`src/rtl/sicaklik_okuyucu.sv`:
```
// Temperature sensor reader: periodically clocks a 16-bit frame out of a SPI-like sensor
// and publishes the floor average of the last four valid readings.
module sicaklik_okuyucu #(
    parameter int CLK_DIV       = 4,
    parameter int SAMPLE_PERIOD = 1000
) (
    input  logic       clk,
    input  logic       reset,
    input  logic       enable,
    input  logic       sensor_miso,
    output logic       sensor_sclk,
    output logic       sensor_cs_n,
    output logic [7:0] sicaklik,
    output logic       sicaklik_valid,
    output logic       hata
);

    localparam int              PW          = $clog2(SAMPLE_PERIOD);
    localparam logic [PW-1:0]   PERIOD_LAST = PW'(SAMPLE_PERIOD - 1);
    localparam logic [7:0]      DIV_LAST    = 8'(CLK_DIV - 1);

    typedef enum logic [2:0] {
        IDLE,
        CS_SETUP,
        SHIFT,
        CS_HOLD,
        PROCESS
    } state_t;

    state_t        state_q, state_d;
    logic [PW-1:0] periodCnt_q, periodCnt_d;
    logic [7:0]    divCnt_q, divCnt_d;
    logic [4:0]    halfCnt_q, halfCnt_d;
    logic [15:0]   frame_q, frame_d;
    logic          sclk_q, sclk_d;
    logic          csN_q, csN_d;
    logic [7:0]    hist_q [4];
    logic [7:0]    hist_d [4];
    logic [2:0]    count_q, count_d;
    logic [7:0]    sicaklik_q, sicaklik_d;
    logic          valid_q, valid_d;
    logic          hata_q, hata_d;

    logic          trigger;
    logic          divDone;
    logic [9:0]    sum;

    // The period counter is held at its reload value while disabled so a rising
    // enable always waits a full SAMPLE_PERIOD before the first trigger.
    always_comb begin
        periodCnt_d = periodCnt_q;
        if (!enable || periodCnt_q == '0) begin
            periodCnt_d = PERIOD_LAST;
        end else begin
            periodCnt_d = periodCnt_q - PW'(1);
        end
    end

    assign trigger = enable && (periodCnt_q == '0);
    assign divDone = (divCnt_q == DIV_LAST);

    always_comb begin
        state_d   = state_q;
        divCnt_d  = divCnt_q;
        halfCnt_d = halfCnt_q;
        frame_d   = frame_q;
        sclk_d    = sclk_q;
        case (state_q)
            IDLE: begin
                divCnt_d  = '0;
                halfCnt_d = '0;
                sclk_d    = 1'b0;
                if (trigger) begin
                    state_d = CS_SETUP;
                end
            end
            CS_SETUP: begin
                if (divDone) begin
                    divCnt_d = '0;
                    state_d  = SHIFT;
                end else begin
                    divCnt_d = divCnt_q + 8'd1;
                end
            end
            SHIFT: begin
                // Even half-periods are low, odd are high; sample as sclk rises.
                if (divDone) begin
                    divCnt_d = '0;
                    if (halfCnt_q == 5'd31) begin
                        sclk_d  = 1'b0;
                        state_d = CS_HOLD;
                    end else begin
                        halfCnt_d = halfCnt_q + 5'd1;
                        sclk_d    = ~halfCnt_q[0];
                        if (!halfCnt_q[0]) begin
                            frame_d = {frame_q[14:0], sensor_miso};
                        end
                    end
                end else begin
                    divCnt_d = divCnt_q + 8'd1;
                end
            end
            CS_HOLD: begin
                if (divDone) begin
                    divCnt_d = '0;
                    state_d  = PROCESS;
                end else begin
                    divCnt_d = divCnt_q + 8'd1;
                end
            end
            PROCESS: begin
                state_d = IDLE;
            end
            default: begin
                state_d = IDLE;
            end
        endcase
        csN_d = !(state_d inside {CS_SETUP, SHIFT, CS_HOLD});
    end

    assign sum = {{2{frame_q[15]}},   frame_q[15:8]}
               + {{2{hist_q[0][7]}}, hist_q[0]}
               + {{2{hist_q[1][7]}}, hist_q[1]}
               + {{2{hist_q[2][7]}}, hist_q[2]};

    // Results are registered at the end of PROCESS so pulses appear the cycle after.
    always_comb begin
        hist_d     = hist_q;
        count_d    = count_q;
        sicaklik_d = sicaklik_q;
        valid_d    = 1'b0;
        hata_d     = 1'b0;
        if (state_q == PROCESS) begin
            if (frame_q[0]) begin
                hata_d = 1'b1;
            end else begin
                hist_d[0] = frame_q[15:8];
                hist_d[1] = hist_q[0];
                hist_d[2] = hist_q[1];
                hist_d[3] = hist_q[2];
                if (count_q != 3'd4) begin
                    count_d = count_q + 3'd1;
                end
                if (count_d == 3'd4) begin
                    sicaklik_d = sum[9:2];
                    valid_d    = 1'b1;
                end
            end
        end
    end

    always_ff @(posedge clk) begin
        if (!reset) begin
            state_q     <= IDLE;
            periodCnt_q <= PERIOD_LAST;
            divCnt_q    <= '0;
            halfCnt_q   <= '0;
            frame_q     <= '0;
            sclk_q      <= 1'b0;
            csN_q       <= 1'b1;
            hist_q      <= '{default: '0};
            count_q     <= '0;
            sicaklik_q  <= '0;
            valid_q     <= 1'b0;
            hata_q      <= 1'b0;
        end else begin
            state_q     <= state_d;
            periodCnt_q <= periodCnt_d;
            divCnt_q    <= divCnt_d;
            halfCnt_q   <= halfCnt_d;
            frame_q     <= frame_d;
            sclk_q      <= sclk_d;
            csN_q       <= csN_d;
            hist_q      <= hist_d;
            count_q     <= count_d;
            sicaklik_q  <= sicaklik_d;
            valid_q     <= valid_d;
            hata_q      <= hata_d;
        end
    end

    assign sensor_sclk    = sclk_q;
    assign sensor_cs_n    = csN_q;
    assign sicaklik       = sicaklik_q;
    assign sicaklik_valid = valid_q;
    assign hata           = hata_q;

endmodule

```
`config.mk`:
```
export PLATFORM = sky130hd
export DESIGN_NAME = sicaklik_okuyucu
export DESIGN_NICKNAME = d
export VERILOG_FILES = /design/src/rtl/sicaklik_okuyucu.sv
export SDC_FILE = /design/constraint.sdc
export NUM_CORES = 1
export LEC_CHECK = 0
export ABC_AREA = 1
export CORE_MARGIN = 8
export CORE_UTILIZATION = 29
export DETAILED_ROUTE_END_ITERATION = 8
export PLACE_DENSITY = 0.52
export SYNTH_ARGS = -nofsm -noshare
export SYNTH_HDL_FRONTEND = slang
export SYNTH_SLANG_ARGS = --single-unit
```
`constraint.sdc`:
```
create_clock -name clk -period 2.39 [get_ports clk]
set_input_delay 0.3585 -clock clk [delete_from_list [all_inputs] [get_ports clk]]
set_output_delay 0.3585 -clock clk [all_outputs]
set_load 0.01 [all_outputs]
```
==> impl_metrics.json <==
{
  "run_status": "complete, but fails checks",
  "violations_in_the_final_reports": "negative setup slack",
  "drt_iter0_markers": 159,
  "globalRouteMet2Util_pct": 16.6,
  "timing.fmax_ghz": 0.384,
  "worstReg2RegEnd": "sicaklik[1]",
  "track_usage_pct": 9.79,
  "maximum_vdd_drop_v": 0.000405,
  "clock_group_share_of_total_power_pct": 51.6,
  "power.internal_w": 0.00229,
  "ctsHoldBuffers": 0,
  "post_route_cells_drive_above_1_share_pct": 15.6,
  "tritoncts": "yes",
  "n_fill_cell": 1437,
  "num_vias": 3331,
  "gp_congestion": 0.799,
  "synth.avg_cell_area_um2": 7.75,
  "wirelength_um": 8260,
  "coreArea_mm2": 0.0138,
  "r2r_setup_slack_ns": -0.21,
  "yosys_warnings": 0,
  "postSynthCellCount": 526,
  "root_buffer": "sky130_fd_sc_hd__clkbuf_16",
  "cts.sink_count": 81,
  "clk-insertion-delay-late_ns": 0.34,
  "r2r.worst_path.cells": 12,
  "power_density_mw_per_mm2": 571,
  "combPwrFrac_pct": 1.5,
  "max_capacitance_violation_count": 0,
  "multi_input_combinational_cell_area_mm2": 0.00217,
  "place_ws_ns": -0.196,
  "wire_per_inst_um": 11.0,
  "report.final.hold_viol_count": 0,
  "cts.path.max_buffers": 2,
  "timing.critical_path.arrival_ns": 2.84,
  "area.sequential_mm2": 0.00163,
  "remaining_drc_errors": 0,
  "finClkSkew_ns": 0.00692,
  "grt_first_pass_wirelength_um": 14500,
  "vias_in_the_first_global_route": 3284,
  "final_critical_path_setup_slack_ns": -0.214,
  "rr_startpoint": "hist_q[17]",
  "setup_viol": 7,
  "gr-usage-met3_pct": 3.60,
  "hold_path.class": "flop to flop",
  "placementRows": 43,
  "clk_pin_slew_worst_paths_ns": 0.06,
  "fin_area_mm2": 0.00505,
  "layout_worst_path_cycle_share_pct": 109,
  "ctsHtreeMaxLevel": 3,
  "floorplan.die.height_um": 135,
  "synth.area.top_cells": "sky130_fd_sc_hd__dfxtp_1, sky130_fd_sc_hd__fa_1, sky130_fd_sc_hd__nand2_1, sky130_fd_sc_hd__inv_1, sky130_fd_sc_hd__a21oi_1",
  "slew_violations": 0,
  "switching_share_pct": 20.8,
  "power.net_switching_w": 0.000600,
  "grt_start_max_net_pins": 46,
  "post_dp_cell_area_mm2": 0.00464,
  "timing.critical_path.from": "hist_q[17]",
  "synth.ff_latch_count": 81,
  "synthToLayoutAreaGrowth_pct": 23.8,
  "synth_cell_types": 31,
  "worst_slew_margin_rel_pct": 62.7,
  "synth_seq_area_share_pct": 39.8,
  "power.static_leakage_nw": 2.12,
  "worst-endpoint-required_ns": 2.62,
  "die_area_mm2": 0.0181,
  "post_synth_instance_area_mm2": 0.00408,
  "critical_path_peak_fanout": 3,
  "place.detailed.hpwl_um": 5800,
  "hold_critical_path_depth": 1,
  "start_kind": "flop",
  "post_drt_via_cell_ratio": 4.44,
  "setup.worst_path.end": "sicaklik[1]",
  "drt-pass1-iter-count": 4,
  "post_synthesis_net_count": 561,
  "max_slew.worst_pin.slew_ns": 0.553,
  "placement.io_buffers": 15,
  "grt_antenna_before_repair": 0,
  "layout_min_cycle_time_ns": 2.60,
  "grt.busiest_layer": "met2",
  "number_of_antenna_violating_nets_in_the_routed_design": 0,
  "yosys.area.top_type_share_pct": 39.8,
  "final_net_count": 601,
  "setup_repair_after_global_routing_missed_its_margin": "yes",
  "timing.hold.worst.start": "periodCnt_q[0]",
  "path_class": "flop to flop",
  "use_met1_pct": 11.2,
  "gr-total-overflow": 0,
  "cts_buffers": 9,
  "critPathCaptureType": "flop",
  "insertedDiodeCount": 0,
  "power.sequential.fraction_pct": 46.9,
  "io_pins": 16,
  "floorplan.initialDensity_pct": 29.5,
  "floorplan.die.width_um": 135,
  "netlist.top_cell.by_area": "sky130_fd_sc_hd__dfxtp_1"
}
## power groups by stage
stage	registers (W)	logic [W]	clock network (W)
finish	0.00135	0.0000446	0.00149
global route	0.00135	0.0000499	0.00159
CTS	0.00135	0.0000447	0.00154
detailed placement	0.00138	0.0000445	0
global placement	0.00138	0.0000443	0
floorplan	0.00138	0.0000249	0
## metrics by stage
| step | power (W) | utilization (%) | hold WS (ns) | instances | setup TNS (ns) |
|---|---|---|---|---|---|
| finish | 0.00289 | 36.5 | 0.391 | 751 | -0.740 |
| global route | 0.00300 | 36.5 | 0.417 | 751 | -1.61 |
| CTS | 0.00293 | 36.2 | 0.392 | 750 | -0.665 |
| detailed placement | 0.00143 | 33.6 | 0.376 | 734 | -1.06 |
| global placement | 0.00143 | 33.6 | 0.375 | 734 | -0.902 |
| floorplan | 0.00141 | - | 0.366 | 526 | -0.0503 |
## kinds of logic after synthesis
group,Yosys count,synth area share (%)
AOI/OAI and AO/OA,110,13.9
xor gates and xnor gates,12,2.58
adders and majority gates,31,12.6
buffers and inverters,99,9.79
DFF,81,39.8
and+or+nand+nor,193,21.3
## worst min-delay path by stage
stage,to,slack [ns]
global route,periodCnt_q[0],0.42
floorplan,periodCnt_q[0],0.37
global placement,periodCnt_q[0],0.37
detailed placement,periodCnt_q[0],0.38
finish,periodCnt_q[0],0.39
CTS,periodCnt_q[0],0.39
## layer usage
layer	part of all wire (%)	vias to the layer above
met4	1.2	0
met3	3.8	7
met2	48	29
met1	47	1536
met5	0	-
li1	-	1759
## sequential cells by signal, indices dropped and copies added (netlist names)
| register | cells |
|---|---|
| sensor_sclk | 1 |
| hata | 1 |
| sicaklik | 8 |
| sensor_cs_n | 1 |
| divCnt_q | 8 |
| halfCnt_q | 5 |
| hist_q | 24 |
| sicaklik_valid | 1 |
| state_q | 3 |
| count_q | 3 |
| periodCnt_q | 10 |
| frame_q | 16 |
## cell usage after synthesis (all sizes together)
cell    instances
dfxtp          81
clkinv          1
o21bai          2
ha             14
a211oi          2
nor3            3
o21ai          46
a21oi          59
fa             17
and3            2
nor2b           1
buf             9
xor2           10
inv            82
nand4           5
clkbuf          7
xnor2           2
a21o            1
nand2          92
nand3b          3
nand3          36
nor2           51
## layout make-up
class / instances / area share, %
Sequential cell: 81 / 32.3
Clock buffer: 10 / 4.53
Tap cell: 180 / 4.46
Inverter: 83 / 6.17
Clock inverter: 6 / 1.78
Multi-Input combinational cell: 346 / 43.0
Timing Repair Buffer: 45 / 7.76
## critical path, cell delays in order, from the launching register on
cell                      delay [ns]
sky130_fd_sc_hd__dfxtp_2        0.33
sky130_fd_sc_hd__inv_2          0.04
sky130_fd_sc_hd__fa_1           0.49
sky130_fd_sc_hd__fa_1           0.49
sky130_fd_sc_hd__nor2_1         0.05
sky130_fd_sc_hd__nand2_1        0.08
sky130_fd_sc_hd__inv_2          0.04
sky130_fd_sc_hd__fa_2           0.38
sky130_fd_sc_hd__buf_4          0.15
sky130_fd_sc_hd__buf_6          0.10
sky130_fd_sc_hd__xor2_1         0.15
sky130_fd_sc_hd__o21ai_1        0.14
sky130_fd_sc_hd__nor2_1         0.06
## cell usage in the layout, fill, tap and decap left out, types with 3 or more instances in the layout
master                            count
sky130_fd_sc_hd__inv_2                7
sky130_fd_sc_hd__o21ai_2              3
sky130_fd_sc_hd__nand3b_1             3
sky130_fd_sc_hd__nand4_1              5
sky130_fd_sc_hd__nand2_1             86
sky130_fd_sc_hd__ha_1                 9
sky130_fd_sc_hd__ha_4                 5
sky130_fd_sc_hd__clkdlybuf4s50_1     15
sky130_fd_sc_hd__fa_1                14
sky130_fd_sc_hd__nand3_1             34
sky130_fd_sc_hd__clkbuf_16            9
sky130_fd_sc_hd__dfxtp_1             72
sky130_fd_sc_hd__inv_1               75
sky130_fd_sc_hd__dfxtp_2              9
sky130_fd_sc_hd__nand2_2              4
sky130_fd_sc_hd__buf_4               28
sky130_fd_sc_hd__nor2_2               3
sky130_fd_sc_hd__fa_2                 3
sky130_fd_sc_hd__a21oi_1             57
sky130_fd_sc_hd__nor2_1              45
sky130_fd_sc_hd__xor2_1              10
sky130_fd_sc_hd__o21ai_0             41
## repair_timing
action / in CTS / in global routing
endpoints found under the setup margin: 8 / 8
setup buffers: 0 / 1
pin swaps: 23 / 21
resized for setup: 21 / 13
(Power assumes the default switching activity.)
